==> src/rtl/uart_tx_cfg.sv <==
// rtl/uart_tx_cfg.sv - configurable UART transmitter with ready/valid input
// Divisor, length, parity and stop count are clamped and latched at accept.
module uart_tx_cfg #(
  parameter int DATA_BITS = 8,
  parameter int DIV_WIDTH = 16
) (
  input  logic                 clock,
  input  logic                 reset,
  input  logic [DIV_WIDTH-1:0] i_clks_per_bit,
  input  logic [3:0]           i_num_bits,
  input  logic [1:0]           i_parity,
  input  logic                 i_two_stop,
  input  logic                 i_data_avail,
  input  logic [DATA_BITS-1:0] i_data_byte,
  output logic                 o_ready,
  output logic                 o_active,
  output logic                 o_tx,
  output logic                 o_done
);

  typedef enum logic [2:0] {
    S_IDLE,
    S_START,
    S_DATA,
    S_PARITY,
    S_STOP1,
    S_STOP2
  } state_t;

  state_t               state, state_next;
  logic [DIV_WIDTH-1:0] bit_cnt, cnt_next;
  logic [3:0]           bit_idx, idx_next;
  logic [DIV_WIDTH-1:0] cpb_q;
  logic [3:0]           nb_q;
  logic                 par_en_q, par_q, two_stop_q;
  logic [DATA_BITS-1:0] data_sh, data_next;
  logic                 tx_q, tx_next, done_q;

  logic [DIV_WIDTH-1:0] cpb_clamp;
  logic [3:0]           nb_clamp;
  logic [DATA_BITS-1:0] data_masked;
  logic                 accept, bit_end;

  assign cpb_clamp = (i_clks_per_bit < DIV_WIDTH'(2)) ? DIV_WIDTH'(2) : i_clks_per_bit;
  assign nb_clamp  = (i_num_bits < 4'd5)             ? 4'd5 :
                     (i_num_bits > 4'(DATA_BITS))    ? 4'(DATA_BITS) : i_num_bits;

  // Unused upper bits are zeroed so the parity XOR covers only transmitted bits.
  always_comb begin
    data_masked = '0;
    for (int i = 0; i < DATA_BITS; i++) begin
      data_masked[i] = (i < int'(nb_clamp)) ? i_data_byte[i] : 1'b0;
    end
  end

  assign accept  = i_data_avail && (state == S_IDLE);
  assign bit_end = (bit_cnt == cpb_q - DIV_WIDTH'(1));

  always_comb begin
    state_next = state;
    cnt_next   = bit_cnt;
    idx_next   = bit_idx;
    data_next  = data_sh;
    if (state == S_IDLE) begin
      if (accept) begin
        state_next = S_START;
        cnt_next   = '0;
        idx_next   = '0;
      end
    end else if (bit_end) begin
      cnt_next = '0;
      case (state)
        S_START: begin
          state_next = S_DATA;
          idx_next   = '0;
        end
        S_DATA: begin
          if (bit_idx == nb_q - 4'd1) begin
            state_next = par_en_q ? S_PARITY : S_STOP1;
          end else begin
            idx_next  = bit_idx + 4'd1;
            data_next = data_sh >> 1;
          end
        end
        S_PARITY: state_next = S_STOP1;
        S_STOP1:  state_next = two_stop_q ? S_STOP2 : S_IDLE;
        default:  state_next = S_IDLE;
      endcase
    end else begin
      cnt_next = bit_cnt + DIV_WIDTH'(1);
    end
  end

  // Line level is chosen from the next state so o_tx can be a plain register.
  always_comb begin
    tx_next = 1'b1;
    case (state_next)
      S_START:  tx_next = 1'b0;
      S_DATA:   tx_next = data_next[0];
      S_PARITY: tx_next = par_q;
      default:  tx_next = 1'b1;
    endcase
  end

  always_ff @(posedge clock) begin
    if (reset) begin
      state      <= S_IDLE;
      bit_cnt    <= '0;
      bit_idx    <= '0;
      cpb_q      <= '0;
      nb_q       <= '0;
      par_en_q   <= 1'b0;
      par_q      <= 1'b0;
      two_stop_q <= 1'b0;
      data_sh    <= '0;
      tx_q       <= 1'b1;
      done_q     <= 1'b0;
    end else begin
      state   <= state_next;
      bit_cnt <= cnt_next;
      bit_idx <= idx_next;
      tx_q    <= tx_next;
      done_q  <= (state != S_IDLE) && (state_next == S_IDLE);
      if (accept) begin
        cpb_q      <= cpb_clamp;
        nb_q       <= nb_clamp;
        par_en_q   <= (i_parity == 2'b01) || (i_parity == 2'b10);
        par_q      <= (^data_masked) ^ (i_parity == 2'b10);
        two_stop_q <= i_two_stop;
        data_sh    <= data_masked;
      end else begin
        data_sh <= data_next;
      end
    end
  end

  assign o_ready  = (state == S_IDLE);
  assign o_active = (state != S_IDLE);
  assign o_tx     = tx_q;
  assign o_done   = done_q;

endmodule
==> config.mk <==
export PLATFORM = sky130hd
export DESIGN_NAME = uart_tx_cfg
export DESIGN_NICKNAME = d
export VERILOG_FILES = /design/src/rtl/uart_tx_cfg.sv
export SDC_FILE = /design/constraint.sdc
export NUM_CORES = 1
export LEC_CHECK = 0
export ABC_AREA = 0
export BUFFER_PORTS_ARGS = -buffer_cell sky130_fd_sc_hd__buf_2
export CELL_PAD_IN_SITES_DETAIL_PLACEMENT = 0
export CELL_PAD_IN_SITES_GLOBAL_PLACEMENT = 2
export CORE_MARGIN = 4
export CORE_UTILIZATION = 37
export DETAILED_ROUTE_END_ITERATION = 16
export HOLD_SLACK_MARGIN = 0.15
export PLACE_DENSITY = 0.92
export SETUP_SLACK_MARGIN = 0.5
export SLEW_MARGIN = 20
export SYNTH_ARGS = -nofsm -noshare
export SYNTH_HDL_FRONTEND = slang
export SYNTH_SLANG_ARGS = --single-unit
export TNS_END_PERCENT = 5
==> constraint.sdc <==
create_clock -name clock -period 7.2 [get_ports clock]
set_input_delay 0 -clock clock [delete_from_list [all_inputs] [get_ports clock]]
set_output_delay 0 -clock clock [all_outputs]
set_load 0.01 [all_outputs]
Yosys cells after proc, flatten, opt, wreduce, memory -nomap -nowiden:

Cells that the tools add are included.

* register bits: 56
* bits in latches: 0
* bits in writable memories: 0
* bits in read-only memories: 0
* input bits: 34
* output and inout port bits: 4
* logic and storage cells: 87
* memories kept: 0

* add/sub/neg operators: 4
* multipliers: 0
* div/mod/pow operators: 0
* order comparisons: 11
* equal/unequal tests: 14
* shift-type cells: 0
* muxes and demuxes: 32
* bitwise operators: 1
* reductions and logical operators: 13

Operators by type and width (count)
* two-way mux 16 bit: 4
* two-way mux 8 bit: 5
* two-way mux 4 bit: 6
* two-way mux 3 bit: 6
* adder 16 x 1 -> 16 bit (second input constant): 1
* equality test 16 bit: 1
* < comparator 16 x 2 -> 1 bit (second input constant): 1
* < comparator 3 x 4 -> 1 bit (first input constant): 4
* subtractor 16 x 1 -> 16 bit (second input constant): 1
* equality test 3 x 2 -> 1 bit (second input constant): 4
* one-hot mux 3 bit (4 select lines): 1
* < comparator 1 x 4 -> 1 bit (first input constant): 2
* < comparator 2 x 4 -> 1 bit (first input constant): 2
* two-way mux 1 bit: 8
* one-hot mux 4 bit (2 select lines): 1
* AND reduction 4 bit: 2
* parity 8 bit: 1
* equality test 3 x 1 -> 1 bit (second input constant): 2
* logical NOT 3 bit: 2
* nonzero test 2 bit: 3
* nonzero test 3 bit: 2
* adder 4 x 1 -> 4 bit (second input constant): 1
* equality test 4 bit: 1
* > comparator 4 bit (second input constant): 1
* other kinds (12): 13

Longest topological paths before layout:

* depth after elaboration: 8
* mapped depth: 13
* mapped depth without buffers: 10

Worst setup path before layout:

OpenSTA, ideal clock, no wires.

* path kind: register to register
* start point: register cpb_q[8]
* end point: register bit_cnt[9]
* library setup time: 0.114 ns
* arrival time: 2.900 ns
* required time: 7.086 ns
* path slack: 4.186 ns
* stages on the path, launching flop included: 12
* buffers on the path: 3
* period minus slack after synthesis: 3.014 ns
* path through: dfxtp_1 > or4_4 > or3_4 > or4_1 > a211oi_1 > and4_1 > buf_6 > nand2b_1 > buf_4 > buf_6 > o21ai_2 > a21o_1

* word-level cells in the longest chain between the ends: 4

RTL lines
* start: declaration: line 33 `logic [DIV_WIDTH-1:0] cpb_q;`
* start signal: assignment: line 125 `cpb_q <= cpb_clamp;`
* subtractor 16 x 1 -> 16 bit: line 57 `assign bit_end = (bit_cnt == cpb_q - DIV_WIDTH'(1));`
* equality test 16 bit: line 57
* two-way mux 16 bit: line 70 `end else if (bit_end) begin`
* two-way mux 16 bit: line 64 `if (state == S_IDLE) begin`
* end signal: assignment: line 120 `bit_cnt <= cnt_next;`
* end: declaration: line 31 `logic [DIV_WIDTH-1:0] bit_cnt, cnt_next;`

No other way between the ends.
A chain may end at the register's enable or synchronous reset.

Final worst setup path:

* start point: register cpb_q[8]
* end point: register bit_cnt[4]

The elaborated chain is that of the path after synthesis.

==> qor.yml <==
clock_sinks: 56
min_period_ns: 3.73
peakVddDrop_mv: 0.0976
synthCells: 397
ys_seq_elements: 56
drcViolationCount: 0
netSwitchingFraction_pct: 26.7
cp_max_fo: 19
finalHoldViolCount: 0
synth.distinct_cells: 59
max_cap_violations: 0
synthArstFlopShare_pct: 0
die_h_um: 101
status: "complete, no violations"
clockBufferDepth: 2
p_leak_nw: 1.56
crit_family: "simple AND/OR/NAND/NOR gates"
skew_ns: 0.00616
fillers: 832
crit_required_ns: 7.41
ys_seq_area_share_pct: 35.0
multi_input_area_sq_um: 1940
syn_nets: 436
gp_congestion: 0.825
fin_crit_sh_pct: 51.7
layout_commonest_cell: "dfxtp_1"
arrival_ns: 3.94
drive_gt1_share_pct: 12.4
postCtsSetupRepairBufs: 0
synthTopCellsByArea: "dfxtp_1, xnor2_1, nand2_1"
comb_power_share_pct: 19.8
dr.pass1.iters: 5
nNetsFinal: 491
synth.top_cell.area_share_pct: 35.0
path_cells: "or4_4, or3_4, or4_1, a211oi_1, and4_1, nand2b_1, o21ai_0, a22o_1"
port_buffers: 37
end_kind: "register"
synth-main-ff-cell: "dfxtp_1"
setup_tns_ns: 0
final_cell_mix: "dfxtp_1, nand2_1, buf_2"
die-area_sq_um: 10200
ff2ff_path_depth: 8
area_delta_synth_final_pct: 20.4
grt_pass1_wl_um: 13900
ctsResizeCount: 0
std_cell_rows: 33
diodes: 0
critical_path_depth: 8
power_frac_clock_pct: 33.4
hp-class: "primary input to register"
vias_per_cell: 5.40
rsz0062_at_grt: "no"
syn_area_sq_um: 3210
grt_max_degree: 42
yosys_warnings: 0
fin_total_pwr_uw: 721
antenna_found_initial: 0
clock_latency_ns: 0.31
worst_pin_slew_ns: 1.10
max_stage_delay_ns: 0.57
clk_pin_slew_ns: 0.10
initial_core_util_pct: 38.4
grt_remaining_overflow: 0
wl_per_cell_um: 14.6
htree_levels: 2
drt_iter0_drc: 253
slew_headroom_pct: 26.8
synth_top_area_cell: "dfxtp_1"
slowest_stage: "or4_4"
hpwlAfterDp_um: 5840
p_per_area_nw_per_um2: 187
vias: 3009
min_path_cells: 6
path_class: "register to register"
clock-root-buffer: "clkbuf_8"
numCtsBuffers: 5
core_region_area_sq_um: 8340
drv_slew: 0
p_sw_uw: 192
share_seq_of_total_power_pct: 46.9
regArea_sq_um: 1120
drtAntennaViolNets: 0
setup_viol: 0
cts_tree: "yes"
avgSynthCellArea_sq_um: 8.08
die_w_um: 101
crit_buf_inv: 0
wirelength_um: 8140
grt_pass1_vias: 2728
groute.usage.overall_pct: 16.6
fmax_mhz: 268
io-pin-count: 38
intPower_uw: 528
start_kind: "register"
synth_edf_count: 0
[cells in the mapped netlist (10+ instances only)]
cell type   n
dfxtp_1    56
nand2_1    50
a21oi_1    36
nor2_1     23
xnor2_1    23
o21ai_0    17
inv_1      16
nand3_1    15
clkbuf_1   14
nor3_1     12
xor2_1     11
and3_1     10
[power groups by stage]
stage          logic, mW  registers [mW]  clock network (mW)
4_1_cts            0.142           0.338               0.245
5_1_grt            0.160           0.341               0.257
2_1_floorplan     0.0999           0.339                   0
6_report           0.142           0.338               0.241
3_5_place_dp       0.129           0.345                   0
3_3_place_gp       0.128           0.344                   0
[per-stage QoR]
step | util (%) | hold WS, ns | cells | instance area [sq um] | worst slack [ns]
detailed placement | 41.2 | 0.261 | 520 | 3430 | 3.52
finish | 46.3 | 0.160 | 557 | 3860 | 3.47
CTS | 46.3 | 0.153 | 557 | 3860 | 3.51
global route | 46.3 | 0.214 | 557 | 3860 | 3.26
global placement | 41.1 | 0.256 | 520 | 3430 | 3.61
floorplan | - | 0.136 | 397 | 3210 | 4.19
[state kept, by name, indices dropped and copies added (netlist names)]
name	count
par_q	1
bit_idx	4
o_done	1
par_en_q	1
two_stop_q	1
nb_q	4
cpb_q	16
state	3
o_tx	1
bit_cnt	16
data_sh	8
[metal layers]
layer | vias to the layer above | GRT usage, % | routed length [um]
met4 | 0 | 3.78 | 72
met1 | 1396 | 25.4 | 4240
li1 | 1540 | - | -
met2 | 67 | 24.0 | 3520
met3 | 6 | 2.70 | 313
met5 | - | 0 | 0
[cell families (layout without fill, tap and decap cells)]
logic type / count (synthesis) / after routing / share of synthesized area [%]
buffers and inverters: 35 / 90 / 4.76
AO/OA/AOI/OAI: 103 / 103 / 21.4
AND/OR/NAND/NOR: 160 / 160 / 26.0
XOR/XNOR: 35 / 35 / 9.99
multiplexers: 3 / 3 / 0.936
adder cells (fa/ha/maj): 5 / 5 / 1.95
flip-flops: 56 / 56 / 35.0
[path summary, 6_finish.rpt]
check	to	slack (ns)	startpoint
max	bit_cnt[4]	3.47	cpb_q[8]
min	nb_q[0]	0.16	i_num_bits[1]
max reg2reg	bit_cnt[4]	3.47	cpb_q[8]
min reg2reg	par_q	0.47	par_q
[worst reg2reg max path, cell delays in order (launching register included)]
cell	delay [ns]
dfxtp_1	0.39
or4_4	0.57
or3_4	0.36
or4_1	0.51
a211oi_1	0.30
and4_1	0.48
nand2b_1	0.57
o21ai_0	0.19
a22o_1	0.25
[repair_timing]
item,CTS,global route
hold buffers,30,0
setup endpoints to repair,0,0
hold endpoints to repair,29,0
[area by class of cell]
class	instances	share of cell area (%)
multi-input combinational	306	50.1
sequential	56	29.0
timing repair buffer	67	12.6
tap	105	3.40
clock buffer	5	1.78
clock inverter	2	1.55
inverter	16	1.55
No activity file was read; power rests on OpenSTA's default activity.
